==> src/rtl/usb_tx_pkg.sv <==
// usb_tx_pkg: shared types for the USB transmit FIFO.
//   usb_word_t - 16-bit data word moved between the producer and the transmitter
//   tx_state_e - transmit sequencer states
package usb_tx_pkg;

    typedef logic [15:0] usb_word_t;

    typedef enum logic [1:0] {
        IDLE  = 2'd0,
        START = 2'd1,
        SEND  = 2'd2,
        GAP   = 2'd3
    } tx_state_e;

endpackage

==> src/rtl/usb_tx_fifo_if.sv <==
// usb_tx_fifo_if: producer/transmitter bus of the USB transmit FIFO.
//   master - producer and transmitter side (drives writes, commits, pops)
//   slave  - the FIFO (drives head word, status and start pulse)
interface usb_tx_fifo_if;
    import usb_tx_pkg::*;

    usb_word_t wr_data;
    logic      write_enable;
    logic      packet_commit;
    logic      packet_abort;
    logic      read_enable;
    usb_word_t tx_data;
    logic      transmit_empty;
    logic      transmit_start;
    logic      transmit_response;
    logic      fifo_full;
    logic      overflow_err;

    modport master (
        output wr_data, write_enable, packet_commit, packet_abort, read_enable,
        input  tx_data, transmit_empty, transmit_start, transmit_response,
               fifo_full, overflow_err
    );

    modport slave (
        input  wr_data, write_enable, packet_commit, packet_abort, read_enable,
        output tx_data, transmit_empty, transmit_start, transmit_response,
               fifo_full, overflow_err
    );
endinterface

==> src/rtl/usb_pkt_len_queue.sv <==
// usb_pkt_len_queue: small FIFO of committed packet lengths.
//   clk, n_rst      - clock, async active-low reset
//   push, len_in    - enqueue a length (ignored when full)
//   pop             - drop the head length (ignored when empty)
//   len_out         - head length, valid while !empty
//   empty, full     - occupancy flags
module usb_pkt_len_queue #(
    parameter int WIDTH = 6,
    parameter int DEPTH = 4
) (
    input  logic             clk,
    input  logic             n_rst,
    input  logic             push,
    input  logic             pop,
    input  logic [WIDTH-1:0] len_in,
    output logic [WIDTH-1:0] len_out,
    output logic             empty,
    output logic             full
);
    localparam int PW = (DEPTH > 1) ? $clog2(DEPTH) : 1;
    localparam int CW = $clog2(DEPTH + 1);

    logic [WIDTH-1:0] mem_q [DEPTH];
    logic [PW-1:0]    wr_ptr_q, rd_ptr_q;
    logic [CW-1:0]    cnt_q;
    logic             do_push, do_pop;

    assign empty   = (cnt_q == '0);
    assign full    = (cnt_q == CW'(DEPTH));
    assign do_push = push && !full;
    assign do_pop  = pop && !empty;
    assign len_out = mem_q[rd_ptr_q];

    always_ff @(posedge clk or negedge n_rst) begin
        if (!n_rst) begin
            wr_ptr_q <= '0;
            rd_ptr_q <= '0;
            cnt_q    <= '0;
        end else begin
            if (do_push) wr_ptr_q <= wr_ptr_q + PW'(1);
            if (do_pop)  rd_ptr_q <= rd_ptr_q + PW'(1);
            cnt_q <= cnt_q + CW'(do_push) - CW'(do_pop);
        end
    end

    always_ff @(posedge clk) begin
        if (do_push) mem_q[wr_ptr_q] <= len_in;
    end
endmodule

==> src/rtl/usb_tx_fifo.sv <==
// usb_tx_fifo: packet-framed transmit buffer in front of the USB TX path.
//   clk, n_rst - clock, async active-low reset
//   bus        - usb_tx_fifo_if.slave: writes/commit/abort from the producer,
//                head word, pop, start pulse and status for the transmitter
//
// Sequencer states:
//   state | meaning
//   IDLE  | waiting for a committed packet in the length queue
//   START | one-cycle transmit_start pulse, packet length loaded
//   SEND  | head word exposed, popped by read_enable until rem_cnt hits 0
//   GAP   | CRC/EOP/inter-packet guard, GAP_CYCLES long
module usb_tx_fifo
    import usb_tx_pkg::*;
#(
    parameter int DEPTH      = 32,
    parameter int PKT_DEPTH  = 4,
    parameter int GAP_CYCLES = 512
) (
    input  logic          clk,
    input  logic          n_rst,
    usb_tx_fifo_if.slave  bus
);
    localparam int ADDR_W = $clog2(DEPTH);
    localparam int CNT_W  = ADDR_W + 1;
    localparam int GAP_W  = $clog2(GAP_CYCLES) + 1;

    localparam logic [1:0] ST_IDLE  = IDLE;
    localparam logic [1:0] ST_START = START;
    localparam logic [1:0] ST_SEND  = SEND;
    localparam logic [1:0] ST_GAP   = GAP;

    usb_word_t         mem_q [DEPTH];
    logic [ADDR_W-1:0] wr_ptr_q, wr_ptr_d;
    logic [ADDR_W-1:0] cm_ptr_q, cm_ptr_d;
    logic [ADDR_W-1:0] rd_ptr_q, rd_ptr_d;
    logic [CNT_W-1:0]  count_q, count_d;
    // Uncommitted length is kept separately: wr_ptr-cm_ptr cannot tell 0 from DEPTH.
    logic [CNT_W-1:0]  unc_q, unc_d;
    logic [CNT_W-1:0]  rem_q, rem_d;
    logic [GAP_W-1:0]  gap_q, gap_d;
    logic [1:0]        state_q, state_d;
    logic              ovf_q, ovf_d;

    logic              fifo_full, tx_empty;
    logic              wr_acc, pop, q_push, q_pop, q_empty, q_full;
    logic [CNT_W-1:0]  unc_plus, q_len_out;

    usb_pkt_len_queue #(
        .WIDTH (CNT_W),
        .DEPTH (PKT_DEPTH)
    ) u_len_queue (
        .clk     (clk),
        .n_rst   (n_rst),
        .push    (q_push),
        .pop     (q_pop),
        .len_in  (unc_plus),
        .len_out (q_len_out),
        .empty   (q_empty),
        .full    (q_full)
    );

    assign fifo_full = (count_q == CNT_W'(DEPTH));
    assign tx_empty  = !((state_q == ST_SEND) && (rem_q != '0));

    // Abort discards the same-cycle write, so it is masked out of wr_acc.
    assign wr_acc    = bus.write_enable && !fifo_full && !bus.packet_abort;
    assign unc_plus  = unc_q + CNT_W'(wr_acc);

    // Producer side: writes, commit, abort, occupancy and error flag.
    always_comb begin
        wr_ptr_d = wr_ptr_q;
        cm_ptr_d = cm_ptr_q;
        unc_d    = unc_q;
        ovf_d    = ovf_q;
        q_push   = 1'b0;
        count_d  = count_q + CNT_W'(wr_acc) - CNT_W'(pop);
        if (bus.packet_abort) begin
            wr_ptr_d = cm_ptr_q;
            unc_d    = '0;
            count_d  = count_d - unc_q;
            ovf_d    = 1'b0;
        end else begin
            if (bus.write_enable && fifo_full) ovf_d = 1'b1;
            if (bus.packet_commit && (unc_plus != '0)) begin
                unc_d = '0;
                if (q_full) begin
                    // No room for another length: drop the whole open packet.
                    wr_ptr_d = cm_ptr_q;
                    count_d  = count_d - unc_plus;
                    ovf_d    = 1'b1;
                end else begin
                    q_push   = 1'b1;
                    wr_ptr_d = wr_ptr_q + ADDR_W'(wr_acc);
                    cm_ptr_d = wr_ptr_d;
                end
            end else begin
                unc_d    = unc_plus;
                wr_ptr_d = wr_ptr_q + ADDR_W'(wr_acc);
            end
        end
    end

    // Transmit sequencer.
    always_comb begin
        state_d  = state_q;
        rem_d    = rem_q;
        gap_d    = gap_q;
        rd_ptr_d = rd_ptr_q;
        q_pop    = 1'b0;
        pop      = 1'b0;
        case (state_q)
            ST_IDLE: begin
                if (!q_empty) begin
                    q_pop   = 1'b1;
                    rem_d   = q_len_out;
                    state_d = ST_START;
                end
            end
            ST_START: state_d = ST_SEND;
            ST_SEND: begin
                if (bus.read_enable && (rem_q != '0)) begin
                    pop      = 1'b1;
                    rd_ptr_d = rd_ptr_q + ADDR_W'(1);
                    rem_d    = rem_q - CNT_W'(1);
                    if (rem_q == CNT_W'(1)) begin
                        gap_d   = GAP_W'(GAP_CYCLES - 1);
                        state_d = ST_GAP;
                    end
                end
            end
            ST_GAP: begin
                if (gap_q == '0) state_d = ST_IDLE;
                else             gap_d   = gap_q - GAP_W'(1);
            end
            default: state_d = ST_IDLE;
        endcase
    end

    always_ff @(posedge clk or negedge n_rst) begin
        if (!n_rst) begin
            wr_ptr_q <= '0;
            cm_ptr_q <= '0;
            rd_ptr_q <= '0;
            count_q  <= '0;
            unc_q    <= '0;
            rem_q    <= '0;
            gap_q    <= '0;
            state_q  <= ST_IDLE;
            ovf_q    <= 1'b0;
        end else begin
            wr_ptr_q <= wr_ptr_d;
            cm_ptr_q <= cm_ptr_d;
            rd_ptr_q <= rd_ptr_d;
            count_q  <= count_d;
            unc_q    <= unc_d;
            rem_q    <= rem_d;
            gap_q    <= gap_d;
            state_q  <= state_d;
            ovf_q    <= ovf_d;
        end
    end

    always_ff @(posedge clk) begin
        if (wr_acc) mem_q[wr_ptr_q] <= bus.wr_data;
    end

    // Head word is forced to zero while nothing is exposed so reset/idle read 0.
    assign bus.tx_data           = tx_empty ? '0 : mem_q[rd_ptr_q];
    assign bus.transmit_empty    = tx_empty;
    assign bus.transmit_start    = (state_q == ST_START);
    assign bus.transmit_response = 1'b0;
    assign bus.fifo_full         = fifo_full;
    assign bus.overflow_err      = ovf_q;
endmodule
==> src/flat_wrapper.sv <==
// flat-port wrapper written by rule: the top's interface ports become plain ports
module usb_tx_fifo_flat import usb_tx_pkg::*;
#(
    parameter int DEPTH      = 32,
    parameter int PKT_DEPTH  = 4,
    parameter int GAP_CYCLES = 512
)
  (clk, n_rst, bus_wr_data, bus_write_enable, bus_packet_commit, bus_packet_abort, bus_read_enable, bus_tx_data, bus_transmit_empty, bus_transmit_start, bus_transmit_response, bus_fifo_full, bus_overflow_err);
  usb_tx_fifo_if bus_i ();
  input  logic clk;
  input  logic n_rst;
  input wire logic [$bits(bus_i.wr_data)-1:0] bus_wr_data;
  input wire logic [$bits(bus_i.write_enable)-1:0] bus_write_enable;
  input wire logic [$bits(bus_i.packet_commit)-1:0] bus_packet_commit;
  input wire logic [$bits(bus_i.packet_abort)-1:0] bus_packet_abort;
  input wire logic [$bits(bus_i.read_enable)-1:0] bus_read_enable;
  output wire logic [$bits(bus_i.tx_data)-1:0] bus_tx_data;
  output wire logic [$bits(bus_i.transmit_empty)-1:0] bus_transmit_empty;
  output wire logic [$bits(bus_i.transmit_start)-1:0] bus_transmit_start;
  output wire logic [$bits(bus_i.transmit_response)-1:0] bus_transmit_response;
  output wire logic [$bits(bus_i.fifo_full)-1:0] bus_fifo_full;
  output wire logic [$bits(bus_i.overflow_err)-1:0] bus_overflow_err;
  assign bus_i.wr_data = bus_wr_data;
  assign bus_i.write_enable = bus_write_enable;
  assign bus_i.packet_commit = bus_packet_commit;
  assign bus_i.packet_abort = bus_packet_abort;
  assign bus_i.read_enable = bus_read_enable;
  assign bus_tx_data = bus_i.tx_data;
  assign bus_transmit_empty = bus_i.transmit_empty;
  assign bus_transmit_start = bus_i.transmit_start;
  assign bus_transmit_response = bus_i.transmit_response;
  assign bus_fifo_full = bus_i.fifo_full;
  assign bus_overflow_err = bus_i.overflow_err;
  usb_tx_fifo #(.DEPTH(DEPTH), .PKT_DEPTH(PKT_DEPTH), .GAP_CYCLES(GAP_CYCLES)) u_core (.clk(clk), .n_rst(n_rst), .bus(bus_i));
endmodule
==> config.mk <==
export PLATFORM = sky130hd
export DESIGN_NAME = usb_tx_fifo_flat
export DESIGN_NICKNAME = d
export VERILOG_FILES = /design/src/rtl/usb_tx_pkg.sv /design/src/rtl/usb_tx_fifo_if.sv /design/src/rtl/usb_pkt_len_queue.sv /design/src/rtl/usb_tx_fifo.sv /design/src/flat_wrapper.sv
export SDC_FILE = /design/constraint.sdc
export NUM_CORES = 1
export LEC_CHECK = 0
export BUFFER_PORTS_ARGS = -buffer_cell sky130_fd_sc_hd__buf_2
export CORE_ASPECT_RATIO = 1.4
export CORE_UTILIZATION = 41
export CTS_BUF_LIST = sky130_fd_sc_hd__clkbuf_2 sky130_fd_sc_hd__clkbuf_4 sky130_fd_sc_hd__clkbuf_8
export DETAILED_ROUTE_END_ITERATION = 6
export PLACE_DENSITY_LB_ADDON = 0.15
export SLEW_MARGIN = 10
export SYNTH_ARGS = -nofsm -noshare
export SYNTH_HDL_FRONTEND = slang
export SYNTH_SLANG_ARGS = --single-unit
==> constraint.sdc <==
create_clock -name clk -period 11.85 [get_ports clk]
set_clock_uncertainty 0.2 [all_clocks]
set_input_delay 0.5925 -clock clk [delete_from_list [all_inputs] [get_ports clk]]
set_output_delay 0.5925 -clock clk [all_outputs]
set_load 0.01 [all_outputs]
==> results.md <==
- Startpoint types: flop
- HP Start: bus_write_enable
- VDD IR max: 0.297 mV
- Cells after Synth: ~1200
- Worst r2r dst: u_core.count_q[5]
- Worst setup EP type: flop
- Vias per std cell: about 5.4
- Distinct cells, synth: 55
- Fillers: approximately 4800
- First-pass GRT wire length: 78.8 mm
- Tmin final: 5.00 ns
- Sink Count: 589
- Pins Over Slew Limit: 0
- # nets final: 1352
- IO Count: 43
- Root buf cell: clkbuf_8
- Pint: 4.32 mW
- ANT nets after route: 0
- Top FF cell, synth: edfxtp_1
- Hold depth: 3
- Min Hold Slack: 0.0940 ns
- R2R depth: 18
- Sequential fraction of the synthesis area: 0.729
- Drt total wl: 52.7 mm
- Post-Syn Area: approximately 0.024 sq mm
- Flop pwr share: 0.407
- Yosys Warn Count: 0
- Design area: 0.0271 sq mm
- CTS tree: built
- Grt total ovfl: 0
- GRT Total Usage: 0.186
- Die ar.: 0.0593 sq mm
- Combinational power share: 0.312
- Finished Layout Cells: about 2100
- Routed len/inst: 25.0 microns
- GPL Wtd Cong: 0.767
- Slew HR: 0.229
- Vias in the first global route: 12378
- Worst hold-check path type: input pin to flop
- Sw frac: 0.306
- CP startpoint: u_core.rem_q[0]
- Fmax achieved: 200 MHz
- Fin crit share: 0.422
- Mean Syn Cell Area: 20.4 sq um
- Sw Pwr: 1.91 mW
- Drt drc: 0
- P_leak: 8.99 nW
- Placed Cells: between 1500 and 2000
- Num CTS Buffers: 89
- Final core occ: 0.471
- Reg clk slew, reported paths: ~0.070 ns
- Max-cap violations: 0
- Port Buffer Count: 41
- Setup violations, final: 0
- Post-CTS Setup Repair Bufs: 0
- Crit path max fanout: 18
- Slew @ Worst Pin: around 1.2 ns
- Die X: 206 microns
- Post-synth EDFFs: 536
- TNS Setup: 0 ns
- Final hold viol count: 0
- Arrival @ worst endpoint: about 5.4 ns
- Die height: between 200 and 300 microns
- FF+latch count, synth: 589
- Via count: 11429
- Syn nets: 1235
- Number of H-tree levels: 3
- Clock share of power: 0.280
- Power Dens Cells: around 230 mW/mm^2
- Critical path type: flop to flop
- R2R Path Start: u_core.rem_q[0]
- Starting DRT DRC Count: 754
- RSZ-0062 raised after global routing: no
- Share of post-route cells with drive strength above 1: 0.331
- CTS Buffer Depth: 3
- Min-Delay Endpoint: u_core.bus.overflow_err
- Initial core utilization: 0.416
- Cell Area, Placed: roughly 0.025 sq mm
- Area Growth Syn to Fin: 13.2%
- Critical Path RT: 12.24 ns
- # rows: 104
- Largest net degree at the start of global routing: 95
- First drt pass iteration count: 5
- DP HPWL: 30.9 mm
- Status: finished, final reports clean
- Initial antenna violation count: 2
- Core area: around 0.058 sq mm
- FF-to-FF setup slack: 6.85 ns
- Async SR Flop Fraction: 0.0900
- Later-pin clock latency in the skew report: 0.67 ns
## synth_stat cells (all sizes together) (2+ instances only)
cell	count	area, sq um
o22ai	4	25.0
a21oi	24	120
fa	4	80.1
nor4	2	12.5
nor2b	5	31.3
nor3b	2	15.0
mux2	16	180
clkbuf	26	97.6
xnor2	20	183
and2	6	37.5
nand3b	7	52.6
nor3	12	65.1
dfrtp	53	1330
nand2	24	90.1
inv	34	128
mux2i	22	220
mux4	166	3740
and3	5	31.3
or3b	3	26.3
or3	6	37.5
nand3	12	60.1
xor2	9	78.8
ha	37	463
o21ai	10	50.1
nand2b	4	25.0
o211ai	3	27.5
nor2	66	250
a21o	3	22.5
o21a	2	15.0
buf	30	168
nand4	4	25.0
edfxtp	536	16100
## layout make-up
class,count,area (sq um),area share
Timing Repair Buffer,82,531,0.0196
Clock buffer,115,1430,0.0529
Antenna cell,2,5.00,0.000185
Clock inverter,51,432,0.0159
Sequential cell,589,17400,0.644
Tap cell,742,928,0.0343
Inverter,34,128,0.00472
Multi-Input combinational cell,493,6180,0.228
## power by group through the flow
stage	Sequential (mW)	Combinational, mW	Clock, mW
6_report	2.54	1.95	1.74
3_5_place_dp	2.59	1.98	0
3_3_place_gp	2.58	1.97	0
4_1_cts	2.54	1.98	1.79
5_1_grt	2.56	2.13	1.87
2_1_floorplan	2.47	1.58	0
## cell usage in the layout, fill, tap and decap left out, types with 24 or more instances in the layout
cell | synthesis | layout
edfxtp_1 | 536 | 536
clkbuf_4 | 0 | 24
buf_2 | 8 | 41
ha_1 | 37 | 37
a21oi_1 | 24 | 24
nor2_2 | 1 | 33
clkbuf_8 | 0 | 91
inv_1 | 34 | 34
mux4_2 | 166 | 166
buf_4 | 10 | 38
nand2_1 | 24 | 24
nor2_1 | 65 | 33
dfrtp_1 | 53 | 49
## through the flow
| step | setup WS (ns) | power, mW |
|---|---|---|
| 6_report | 6.85 | 6.23 |
| 3_5_place_dp | 6.65 | 4.57 |
| 4_1_cts | 6.70 | 6.32 |
| 5_1_grt | 6.38 | 6.57 |
| 3_3_place_gp | 6.77 | 4.55 |
| 2_1_floorplan | 7.55 | 4.04 |
## how the worst max path moves through the flow
| stage | to | slack [ns] | cells after the start |
|---|---|---|---|
| 6_report | u_core.count_q[5] | 6.85 | 18 |
| 5_1_grt | u_core.u_len_queue.cnt_q[2] | 6.38 | 18 |
| 4_1_cts | bus_tx_data[13] | 6.70 | 6 |
| 3_5_place_dp | u_core.u_len_queue.cnt_q[2] | 6.65 | 15 |
| 3_3_place_gp | u_core.u_len_queue.cnt_q[2] | 6.77 | 15 |
| 2_1_floorplan | u_core.count_q[5] | 7.55 | 19 |
## cells by family (layout without fill, tap and decap cells)
kind of cell | Yosys count | after routing | share of synthesized area
adder cells (fa/ha/maj) | 41 | 41 | 0.0227
XOR/XNOR | 29 | 29 | 0.0109
flip-flops | 589 | 589 | 0.729
other | 1 | 3 | 0.000157
AO/OA/AOI/OAI | 57 | 57 | 0.0155
multiplexers | 204 | 204 | 0.173
AND/OR/NAND/NOR | 161 | 161 | 0.0327
buffers and inverters | 90 | 282 | 0.0164
## worst max-delay path, stage by stage, from the launching register on
cell and delay, ns:
dfrtp_1 0.41, inv_1 0.09, ha_1 0.19, or3b_2 0.53, o31ai_4 0.18, buf_4 0.32
nor2_2 0.15, ha_1 0.30, inv_1 0.04, ha_1 0.22, fa_1 0.43, xor2_1 0.29
ha_1 0.33, o21a_1 0.19, o31a_1 0.12, o22ai_1 0.18, xnor2_1 0.09, o41ai_1 0.49
xnor2_1 0.18
## repair_timing
action	CTS	global route
hold buffers	2	0
gates resized for setup	0	0
hold endpoints to repair	59	0
## metal layers
metal | wire length (microns) | track usage | part of all wire
met5 | 0 | 0 | 0
met4 | 1340 | 0.0710 | 0.025
met3 | 1960 | 0.0278 | 0.037
met2 | 28600 | 0.331 | 0.54
met1 | 20800 | 0.227 | 0.39
## flip-flops by register name, summed over array words and instances, names as in the netlist, 2 cells and up
| signal | cells |
|---|---|
| u_core.cm_ptr_q | 5 |
| u_core.u_len_queue.cnt_q | 3 |
| u_core.u_len_queue.rd_ptr_q | 2 |
| u_core.count_q | 6 |
| u_core.rem_q | 6 |
| u_core.gap_q | 10 |
| u_core.wr_ptr_q | 5 |
| u_core.mem_q | 512 |
| u_core.u_len_queue.wr_ptr_q | 2 |
| u_core.unc_q | 6 |
| u_core.rd_ptr_q | 5 |
| u_core.u_len_queue.mem_q | 24 |
| u_core.state_q | 2 |
Note: power is estimated with default switching activity, not from simulation.
